$ cat config.mk
export PLATFORM = sky130hd
export DESIGN_NAME = wb_arbiter_3x1
export DESIGN_NICKNAME = d
export VERILOG_FILES = /design/src/rtl/wb_arbiter_3x1_pkg.sv /design/src/rtl/mux_3x1_32.sv /design/src/rtl/wb_arbiter_3x1_rr_pick3.sv /design/src/rtl/wb_arbiter_3x1.sv
export SDC_FILE = /design/constraint.sdc
export NUM_CORES = 1
export LEC_CHECK = 0
export CAP_MARGIN = 20
export CELL_PAD_IN_SITES_DETAIL_PLACEMENT = 0
export CELL_PAD_IN_SITES_GLOBAL_PLACEMENT = 1
export CORE_UTILIZATION = 25
export DETAILED_ROUTE_END_ITERATION = 8
export PLACE_DENSITY = 0.88
export SKIP_LAST_GASP = 1
export SLEW_MARGIN = 20
export SYNTH_ARGS = -nofsm -noshare
export SYNTH_HDL_FRONTEND = slang
export SYNTH_SLANG_ARGS = --single-unit
$ cat constraint.sdc
create_clock -name clk -period 1.7 [get_ports clk]
set_input_delay 0.17 -clock clk [delete_from_list [all_inputs] [get_ports clk]]
set_output_delay 0.17 -clock clk [all_outputs]
set_load 0.1 [all_outputs]
$ cat src/rtl/wb_arbiter_3x1_pkg.sv
// Shared encodings for the 3:1 write-back arbiter: mux selects, FSM states and
// the default data width.
package wb_arbiter_3x1_pkg;

    localparam int WIDTH_DEFAULT = 32;

    localparam logic [1:0] SEL_A = 2'b00;
    localparam logic [1:0] SEL_B = 2'b01;
    localparam logic [1:0] SEL_C = 2'b10;

    typedef enum logic {
        ST_IDLE = 1'b0,
        ST_FULL = 1'b1
    } state_t;

endpackage

$ cat src/rtl/mux_3x1_32.sv
// Shared 3:1 result mux; select 11 is never driven by the arbiter and yields zero.
module MUX_3X1_32
    import wb_arbiter_3x1_pkg::*;
#(
    parameter int WIDTH = WIDTH_DEFAULT
) (
    input  logic [1:0]       i_sel,
    input  logic [WIDTH-1:0] i_d0,
    input  logic [WIDTH-1:0] i_d1,
    input  logic [WIDTH-1:0] i_d2,
    output logic [WIDTH-1:0] o_y
);

    always_comb begin
        o_y = '0;
        case (i_sel)
            SEL_A:   o_y = i_d0;
            SEL_B:   o_y = i_d1;
            SEL_C:   o_y = i_d2;
            default: o_y = '0;
        endcase
    end

endmodule

$ cat src/rtl/wb_arbiter_3x1_rr_pick3.sv
// Round-robin pick among three eligible requesters; the search starts at the
// requester after the last grant and wraps C->A.
module rr_pick3
    import wb_arbiter_3x1_pkg::*;
(
    input  logic [2:0] i_eligible,
    input  logic [1:0] i_last_grant,
    output logic [2:0] o_winner,
    output logic [1:0] o_sel
);

    always_comb begin
        o_winner = 3'b000;
        o_sel    = SEL_A;
        case (i_last_grant)
            SEL_A: begin
                if (i_eligible[1])      begin o_winner = 3'b010; o_sel = SEL_B; end
                else if (i_eligible[2]) begin o_winner = 3'b100; o_sel = SEL_C; end
                else if (i_eligible[0]) begin o_winner = 3'b001; o_sel = SEL_A; end
            end
            SEL_B: begin
                if (i_eligible[2])      begin o_winner = 3'b100; o_sel = SEL_C; end
                else if (i_eligible[0]) begin o_winner = 3'b001; o_sel = SEL_A; end
                else if (i_eligible[1]) begin o_winner = 3'b010; o_sel = SEL_B; end
            end
            default: begin
                if (i_eligible[0])      begin o_winner = 3'b001; o_sel = SEL_A; end
                else if (i_eligible[1]) begin o_winner = 3'b010; o_sel = SEL_B; end
                else if (i_eligible[2]) begin o_winner = 3'b100; o_sel = SEL_C; end
            end
        endcase
    end

endmodule

$ cat src/rtl/wb_arbiter_3x1.sv
// Round-robin arbiter in front of the write-back path: captures one requester's
// word per load into a valid/ready output register and acks the winner.
module wb_arbiter_3x1
    import wb_arbiter_3x1_pkg::*;
#(
    parameter int WIDTH = WIDTH_DEFAULT
) (
    input  logic             clk,
    input  logic             rst_n,
    input  logic [2:0]       req,
    input  logic [WIDTH-1:0] data_a,
    input  logic [WIDTH-1:0] data_b,
    input  logic [WIDTH-1:0] data_c,
    output logic [2:0]       ack,
    output logic [1:0]       sel,
    output logic [WIDTH-1:0] out_data,
    output logic             out_valid,
    input  logic             out_ready,
    output logic [15:0]      xfer_cnt
);

    state_t           r_state;
    state_t           w_state_nxt;
    logic [2:0]       r_ack;
    logic [1:0]       r_sel;
    logic [1:0]       r_last;
    logic [WIDTH-1:0] r_data;
    logic [15:0]      r_cnt;

    logic [2:0]       w_elig;
    logic [2:0]       w_win;
    logic [1:0]       w_pick_sel;
    logic [1:0]       w_sel_nxt;
    logic [WIDTH-1:0] w_mux;
    logic             w_load;
    logic             w_xfer;

    // A requester being acked this cycle is masked so a held req is not captured twice.
    assign w_elig = req & ~r_ack;
    assign w_xfer = (r_state == ST_FULL) && out_ready;

    rr_pick3 u_pick (
        .i_eligible   (w_elig),
        .i_last_grant (r_last),
        .o_winner     (w_win),
        .o_sel        (w_pick_sel)
    );

    always_comb begin
        w_state_nxt = r_state;
        w_load      = 1'b0;
        w_sel_nxt   = r_sel;
        case (r_state)
            ST_IDLE: begin
                if (|w_elig) begin
                    w_load      = 1'b1;
                    w_state_nxt = ST_FULL;
                end
            end
            ST_FULL: begin
                if (out_ready) begin
                    if (|w_elig) w_load = 1'b1;
                    else         w_state_nxt = ST_IDLE;
                end
            end
            default: w_state_nxt = ST_IDLE;
        endcase
        if (w_load) w_sel_nxt = w_pick_sel;
    end

    MUX_3X1_32 #(.WIDTH(WIDTH)) u_mux (
        .i_sel (w_sel_nxt),
        .i_d0  (data_a),
        .i_d1  (data_b),
        .i_d2  (data_c),
        .o_y   (w_mux)
    );

    always_ff @(posedge clk or negedge rst_n) begin
        if (!rst_n) r_state <= ST_IDLE;
        else        r_state <= w_state_nxt;
    end

    // last_grant resets to C so that A is searched first after reset.
    always_ff @(posedge clk or negedge rst_n) begin
        if (!rst_n) begin
            r_ack  <= 3'b000;
            r_sel  <= SEL_A;
            r_last <= SEL_C;
            r_data <= '0;
            r_cnt  <= 16'd0;
        end else begin
            r_ack <= w_load ? w_win : 3'b000;
            if (w_load) begin
                r_sel  <= w_sel_nxt;
                r_last <= w_sel_nxt;
                r_data <= w_mux;
            end
            if (w_xfer) r_cnt <= r_cnt + 16'd1;
        end
    end

    assign ack       = r_ack;
    assign sel       = r_sel;
    assign out_data  = r_data;
    assign out_valid = (r_state == ST_FULL);
    assign xfer_cnt  = r_cnt;

endmodule
==> After elaboration in Yosys (flattened, before gate mapping) <==
Cells that the tools add are included.
W data, S select, Z words.
{ "word_totals": {"reg_bits": 56, "input_bits": 102, "output_inout_bits": 54, "word_cells": 42} }
{ "op_classes": {"add_sub_neg": 1, "eq_ne": 3, "mux": 25, "bitwise_logic": 3, "n_reduce_logical": 4} }
{ "op_table": {"columns": ["op", "n"], "rows": [
  ["$pmux W32 S3", 1],
  ["$mux W3", 8],
  ["$add A16 B1 Y16 const B", 1],
  ["$mux W2", 7],
  ["$pmux W3 S2", 1],
  ["$mux W1", 5],
  ["$eq A2 B1 Y1 const B", 2],
  ["$logic_not A2 Y1", 2],
  ["$pmux W1 S2", 2],
  ["$pmux W2 S2", 1],
  ["$and A3 B3 Y3", 1],
  ["$not A3 Y3", 1],
  ["$reduce_or A3 Y1", 1],
  ["$eq A2 B2 Y1 const B", 1],
  ["$logic_and A1 B1 Y1", 1],
  ["$not A1 Y1", 1]
]} }

==> Logic depth before layout (Yosys ltp) <==
Gate-level depths: netlist (run 1).
{ "depth": {"word_depth": 9, "ltp_mapped": 7, "mapped_depth_nobuf": 6} }

==> By module <==
Synthesis (run 1) repeated with hierarchy kept, for this count alone.
{ "unflattened": {"cells_unflattened": 236, "area_unflattened_um2": 3105.5} }
{ "by_module_without_submodules": {"columns": ["module", "n_inst", "cells_per_inst", "area_each_um2", "seq_area_each_um2"], "rows": [
  ["wb_arbiter_3x1", 1, 149, 2243.4, 1377.6],
  ["MUX_3X1_32", 1, 77, 787.0, 0.0],
  ["rr_pick3", 1, 10, 75.1, 0.0]
]} }

==> Worst setup path after synthesis (run 1) <==
No wires, ideal clock.
{ "synth_path": {"path_kind": "register -> register", "startpoint": "reg r_ack[1], in the netlist ack[1]", "endpoint": "reg r_data[10], in the netlist out_data[10]", "setup_time_ns": 0.132, "arrival_ns": 2.166, "t_required_ns": 1.568, "slack_ns": -0.598, "stages_incl_launch_ff": 8, "path_buffers": 2, "period_less_slack_ns": 2.298, "cell_sequence": "dfrtp_1 nand2b_1 a31o_1 buf_6 a32oi_4 buf_12 mux2i_1 o21ai_1"} }
{ "synth_via": {"elab_chain_len": 9, "elab_cells_between_ends": 17, "cone_classes": "eq/ne (2); mux (11); bitwise (2); reduce/logical (2)"} }
{ "synth_lines": {"columns": ["item", "line_no", "text"], "rows": [
  ["from (decl)", "wb_arbiter_3x1.sv:24", "logic [2:0] r_ack;"],
  ["from (signal assigned)", "wb_arbiter_3x1.sv:93", "r_ack <= w_load ? w_win : 3'b000;"],
  ["$not A3 Y3 (*)", "wb_arbiter_3x1.sv:39", "assign w_elig = req & ~r_ack;"],
  ["$and A3 B3 Y3 (*)", "wb_arbiter_3x1.sv:39", null],
  ["$reduce_or A3 Y1 or $mux W1 (tied branches)", "wb_arbiter_3x1.sv:55, wb_arbiter_3x1.sv:62, wb_arbiter_3x1_rr_pick3.sv:24", null],
  ["$mux W1 or $mux W2 (tied branches)", "wb_arbiter_3x1.sv:55, wb_arbiter_3x1.sv:62, wb_arbiter_3x1_rr_pick3.sv:23", null],
  ["$mux W1 or $mux W2 (tied branches)", "wb_arbiter_3x1.sv:61, wb_arbiter_3x1_rr_pick3.sv:22", null],
  ["$pmux W1 S2 or $pmux W2 S2 (tied branches)", "wb_arbiter_3x1.sv:53, wb_arbiter_3x1_rr_pick3.sv:15", null],
  ["$mux W2", "wb_arbiter_3x1.sv:68", "if (w_load) w_sel_nxt = w_pick_sel;"],
  ["$eq A2 B2 Y1 (tied with other cells)", "mux_3x1_32.sv:16", "case (i_sel)"],
  ["$pmux W32 S3", "mux_3x1_32.sv:16", null],
  ["to (signal assigned)", "wb_arbiter_3x1.sv:97", "r_data <= w_mux;"],
  ["to (decl)", "wb_arbiter_3x1.sv:27", "logic [WIDTH-1:0] r_data;"]
]} }
Every way passes the cells marked *; elsewhere a longest branch is shown, timed or not.
A chain may end at the register's enable or synchronous reset.

==> Worst setup path after layout (run 1) <==
{ "layout_path": {"startpoint": "reg r_ack[2], in the netlist ack[2]", "endpoint": "reg r_data[4], in the netlist out_data[4]"} }
{ "layout_via": {"elab_chain_len": 9, "elab_cells_between_ends": 16, "cone_classes": "eq/ne (2); mux (10); bitwise (2); reduce/logical (2)"} }
{ "layout_lines": {"columns": ["item", "line_no"], "rows": [
  ["$not A3 Y3 (*)", "wb_arbiter_3x1.sv:39"],
  ["$and A3 B3 Y3 (*)", "wb_arbiter_3x1.sv:39"],
  ["$reduce_or A3 Y1 or $mux W2 (tied branches)", "wb_arbiter_3x1.sv:55, wb_arbiter_3x1.sv:62, wb_arbiter_3x1_rr_pick3.sv:18"],
  ["$mux W1 or $mux W2 (tied branches)", "wb_arbiter_3x1.sv:55, wb_arbiter_3x1.sv:62, wb_arbiter_3x1_rr_pick3.sv:17"],
  ["$mux W1 or $mux W2 (tied branches)", "wb_arbiter_3x1.sv:61, wb_arbiter_3x1_rr_pick3.sv:27"],
  ["$pmux W1 S2 or $pmux W2 S2 (tied branches)", "wb_arbiter_3x1.sv:53, wb_arbiter_3x1_rr_pick3.sv:15"],
  ["$mux W2", "wb_arbiter_3x1.sv:68"],
  ["$eq A2 B2 Y1 (tied with other cells)", "mux_3x1_32.sv:16"],
  ["$pmux W32 S3", "mux_3x1_32.sv:16"]
]} }
Marked as above.

==> summary.txt, run 1 <==
Mapped Cells: 236
Largest net degree at the start of global routing: 34
Layout area overhead: 82.7%
DIE AREA: 11300 µm²
Drt via density: 4.76
PortBufs: 155
CTS Buffer Depth: 2
Startpoint types: flop
Most frequent cells in the layout: clkdlybuf4s50_1 (100), buf_4 (62), dfrtp_1 (40), a22oi_1 (32), o21ai_1 (32)
Wirelength per Cell: 16.0 µm
Number of library cell types mapped by synthesis: 40
Initial antenna violation count: 0
Most common flop cell mapped by yosys: dfrtp_1
Drt total wl: 8900 µm
Placer congestion estimate: 0.839
P_leak: 2.24 nW
Syn Area/Cell: 11.6 µm²
Cts bufs inserted: 5
Maxcap violations: 0
CTS tree: done
Hold Crit Class: in -> async
Number of synthesis warnings: 0
Starting Density: 26.1%
Sum Neg Setup Slack: -2.90 ns
Grt ovf: 0
First-pass GRT wire length: 13500 µm
Critical Path RT: 1.89 ns
Crit path DAT: 2.02 ns
Mapped Area: 2730 µm²
DRT Pass-1 Iters: 4
Status: finished with violations
Yosys top cell area share: 49.5%
Post-synth EDFFs: 0
Final Cycle Share: 108%
Pre-CTS setup slack: -0.411 ns
Clock sinks: 55
Die width: 107 µm
Sequential fraction of the synthesis area: 50.5%
Placed cells: 539
Final Skew: 0.00515 ns
Count of state elements after synthesis: 55
Minimum clock period: 1.83 ns
Worst setup EP type: flop
Antenna cells: 0
Share of post-route cells with drive strength above 1: 31.4%
CP max stage delay: 0.48 ns
Final hold vios: 0
Kind of critical path: reg -> reg
CP max-delay cell: dfrtp_4
Most common cell after layout, fill and taps aside: clkdlybuf4s50_1
Clock-pin slew on the worst setup and hold paths: 0.09 ns
Register area: 1420 µm²
Post-route ant nets: 0
CTS root buf: clkbuf_8
Die Height: 107 µm
H-Tree Depth: 2
Overall Power: 0.00878 W
Async set or reset register ratio after synthesis: 100%
F_max: 547 MHz
GRT Total Usage: 15.4%
Final worst setup slack: -0.128 ns
Final non-filler cell total: 557
Fill cells: 995
I/O pin count: 156
Top cells by area, synth: dfrtp_1 (49%), mux2i_1 (12%), a22oi_1 (8.8%)
RSZ-0062 raised after global routing: true
Residual DRC: 0
Critical-path cell list: nand2b_4, a31o_4, a32oi_4, buf_6, buf_12, mux2i_2, o21ai_1
Core area: 10500 µm²
Crit path max fanout: 8
Vias in the first global route: 2735
Slew @ Worst Pin: 0.416 ns
Failing checks: setup timing
Clk_lat worst skew: 0.30 ns
Largest area contributor in the netlist: dfrtp_1
Setup-failing EPs final: 32
Rel. slew slack: 72.2%
Multi-input combinational cell area: 1260 µm²
Via Count: 2649
Peak VDD IR: 1090 µV
Fin. max-slew vios: 0
Total Nets Final: 523
Drt initial violations: 63
Syn_nets: 339
Row cnt: 37
DP HPWL: 6450 µm
Cell area power density: 1760 nW/µm²
==> logic make-up after synthesis <==
group | synth area share, %
XOR/XNOR | 4.81
adder cells (fa/ha/maj) | 0.458
AO/OA/AOI/OAI | 18.7
AND/OR/NAND/NOR | 8.11
buffers and inverters | 5.36
multiplexers | 12.1
flip-flops | 50.5
==> where the power goes <==
group | leakage, nW | switching [W] | internal, W
Sequential | 0.672 | 0.000380 | 0.00178
Clock | 0.0515 | 0.000403 | 0.000373
Combinational | 1.51 | 0.00405 | 0.00179
Total | 2.24 | 0.00483 | 0.00395
==> worst max-delay path: cells and delay by family (launching register included) <==
family          cells  cell delay [ns]
compound gates      3             0.52
simple gates        1             0.16
mux                 1             0.23
flops               1             0.48
buf+inv             2             0.32
==> metrics by stage <==
stage	hold WS [ns]	util (%)	cell area, µm²
2_1_floorplan	-0.126	-	2790
3_3_place_gp	-0.0349	45.1	4720
3_5_place_dp	-0.0369	45.1	4720
4_1_cts	0.178	46.6	4880
5_1_grt	0.173	47.7	4990
6_report	0.185	47.7	4990
==> timing repair <==
item | 4_1_cts | 5_1_grt
endpoints found under the hold margin | 54 | 0
setup buffers | 3 | 3
pin swaps | 1 | 6
resized for setup | 1 | 9
hold buffers | 1 | 0
cloned | 1 | 2
setup endpoints to repair | 32 | 34
==> cells in the mapped netlist, types with 2 or more instances <==
master / n
dfrtp_1: 54
a22oi_1: 32
mux2i_1: 32
o21ai_1: 32
xnor2_1: 10
nand2_1: 7
clkbuf_1: 6
nand4_1: 6
nor2_1: 5
xor2_1: 5
inv_1: 4
nand3_1: 4
a21oi_1: 3
buf_12: 3
dlygate4sd1_1: 3
o21ai_0: 3
and3_1: 2
nand2b_1: 2
nand2b_4: 2
==> area by class of cell <==
type | count | area share, %
Timing Repair Buffer | 191 | 40.5
Clock buffer | 8 | 2.01
Inverter | 5 | 0.376
Multi-Input combinational cell | 162 | 25.2
Sequential cell | 55 | 28.4
Tap cell | 136 | 3.41
==> flip-flops by register name, summed over array words and instances (netlist names) <==
register   cells
sel            2
ack            3
xfer_cnt      16
out_data      32
out_valid      1
r_last         1
==> worst paths after layout <==
path                                endpoint  slack [ns]  cells after the start          from
worst max-delay path             out_data[4]       -0.13                      7        ack[2]
worst min-delay path             xfer_cnt[2]        0.18                      2         rst_n
worst max register to register   out_data[4]       -0.13                      7        ack[2]
worst min register to register  xfer_cnt[15]        0.48                      1  xfer_cnt[15]
max in group asynchronous          r_last[1]        0.94                      3         rst_n
min in group clk                 out_data[2]        0.48                      3     data_c[2]
==> layer usage <==
metal  up-vias  GRT usage (%)  part of all wire, %
met3         4           3.13                  5.6
met4         0           3.52                 0.70
met1      1283           17.0                   40
met2       125           30.0                   54
met5         -              0                    0
li1       1237              -                    -
No activity file was read; power rests on OpenSTA's default activity.
==> run 2: changes to the inputs <==
CORE_MARGIN = 2   (was not set)
==> run 2 against run 1 <==
Net effect: the run still ends with setup timing left; sequential power about the same; final area is 3.7% higher; global-route usage is 0.76 points lower; clock power increased by 2.8%; maximum frequency shrank 2.7%; via count grew 0.34%; die area up 3.8%; largest cell class unchanged.
==> summary.txt, run 2 (synthesis results as in run 1) <==
Most used routing layer: met2
Maxcap violations: 0
Startpoint types: flop
Die width: 109 µm
Crit-path leading delay family: flip-flops
Peak VDD IR: 1280 µV
CP max stage delay: 0.50 ns
Hold Crit Class: in -> async
Slew @ Worst Pin: 0.586 ns
Pre-CTS setup slack: -0.441 ns
Post-route ant nets: 0
DRT Pass-1 Iters: 4
Sum Neg Setup Slack: -4.36 ns
Critical-path cell list: nand2b_4, a31o_4, a32oi_4, buf_6, clkbuf_16, buf_8, mux2i_1, o21ai_1
I/O pin count: 156
Placer congestion estimate: 0.785
Most frequent cells in the layout: clkdlybuf4s50_1 (100), buf_4 (60), dfrtp_1 (40), a22oi_1 (32), o21ai_1 (32)
Row cnt: 38
Drt total wl: 8830 µm
Worst setup EP type: flop
DIE AREA: 11800 µm²
Setup-failing EPs final: 32
H-Tree Depth: 2
Failing checks: setup timing
Via Count: 2658
First-pass GRT wire length: 13300 µm
Starting Density: 25.4%
WP buf/inv: 3
Initial antenna violation count: 0
DP HPWL: 6490 µm
Placed inst area: 4780 µm²
Met3 usage: 3.56%
Largest net degree at the start of global routing: 34
Core area: 10700 µm²
Final hold vios: 0
Share of post-route cells with drive strength above 1: 33.9%
Final Skew: 0.00717 ns
Max reg flops: 32
Worst Setup SP: ack[0]
Vias in the first global route: 2700
Antenna cells: 0
CTS root buf: clkbuf_8
Placed cells: 549
PortBufs: 155
Rel. slew slack: 61.0%
CTS tree: done
Final Cycle Share: 111%
Crit path max fanout: 4
Clock sinks: 55
Total Nets Final: 533
Kind of critical path: reg -> reg
Residual DRC: 0
Fin. max-slew vios: 0
Drt via density: 4.65
Most common cell after layout, fill and taps aside: clkdlybuf4s50_1
Die Height: 109 µm
Fill cells: 999
Overall Power: 0.00901 W
GR Util met1: 17.2%
Cell area power density: 1740 nW/µm²
RSZ-0062 raised after global routing: true
F_max: 532 MHz
Clk_lat worst skew: 0.31 ns
GRT Total Usage: 14.7%
P_leak: 2.30 nW
Status: finished with violations
Drt initial violations: 106
Final non-filler cell total: 571
Minimum clock period: 1.88 ns
CP max-delay cell: dfrtp_4
Grt ovf: 0
Layout area overhead: 89.5%
Critical Path RT: 1.90 ns
Cts bufs inserted: 5
Crit path DAT: 2.08 ns
M2 GR Usage: 26.6%
CTS Buffer Depth: 2
Clock-pin slew on the worst setup and hold paths: 0.10 ns
R2r startpoint: ack[0]
Wirelength per Cell: 15.5 µm
Final worst setup slack: -0.179 ns
Final instance area: 5170 µm²
-- run 2: changes by cell type in the layout (fill, tap and decap cells not counted) --
cell,change
buf_16,+1
mux2i_4,+2
clkbuf_1,-1
clkinvlp_4,+1
mux2i_1,-4
buf_12,+1
nand2_1,+1
clkbuf_16,-1
buf_6,+7
mux2i_2,+2
buf_4,-2
nand2_2,-1
buf_8,+4
-- run 2: worst register-to-register path, stage by stage (launching register included) --
cell	delay [ns]
dfrtp_4	0.50
nand2b_4	0.17
a31o_4	0.23
a32oi_4	0.19
buf_6	0.16
clkbuf_16	0.15
buf_8	0.11
mux2i_1	0.19
o21ai_1	0.07
-- run 2: worst paths after layout --
path,end,slack (ns),depth (start not counted)
setup / recovery,out_data[28],-0.18,8
hold / removal,xfer_cnt[10],0.40,2
setup reg to reg,out_data[28],-0.18,8
hold reg to reg,xfer_cnt[15],0.48,1
max in group asynchronous,r_last[1],0.66,3
min in group clk,out_data[23],0.48,3
-- run 2: what timing repair did --
action / 4_1_cts / 5_1_grt
endpoints found under the hold margin: 23 / 0
setup buffers: 6 / 5
resized for setup: 9 / 22
cloned: 2 / 1
pin swaps: 4 / 11
setup endpoints to repair: 32 / 34
hold buffers: 1 / 0
-- run 2: layer usage --
| layer | vias to the layer above | routed length [µm] | part of all wire, % |
|---|---|---|---|
| met1 | 1261 | 3510 | 40 |
| met4 | 0 | 102 | 1.2 |
| met5 | - | 0 | 0 |
| met3 | 7 | 645 | 7.3 |
| met2 | 129 | 4570 | 52 |
| li1 | 1261 | - | - |
-- run 2: power by group --
part           switching, W  leakage [nW]  total [W]  internal, W
clock              0.000426        0.0505   0.000798     0.000372
sequential         0.000370         0.672    0.00215      0.00178
combinational       0.00408          1.58    0.00606      0.00198
-- run 2: area by class of cell --
type | count | area, µm² | share of cell area, %
well taps | 140 | 175 | 3.39
clock buffers | 7 | 96.3 | 1.86
inverters | 5 | 18.8 | 0.363
clock inverters | 1 | 7.51 | 0.145
flip-flops and latches | 55 | 1420 | 27.4
repair buffers | 201 | 2170 | 41.9
multi-input cells | 162 | 1290 | 24.9
-- run 2: per-stage QoR --
stage                     utilization [%]  hold WS [ns]
after global placement               44.5         0.209
after floorplan                         -        -0.126
after CTS                            46.6         0.400
after detailed placement             44.5         0.204
after global routing                 48.1         0.447
final                                48.1         0.400
==> run 3: changes to the inputs <==
ABC_CLOCK_PERIOD_IN_PS = 1700   (was not set)
==> results of run 3 <==
The final DEF is identical to that of run 2; final timing and power are the same.
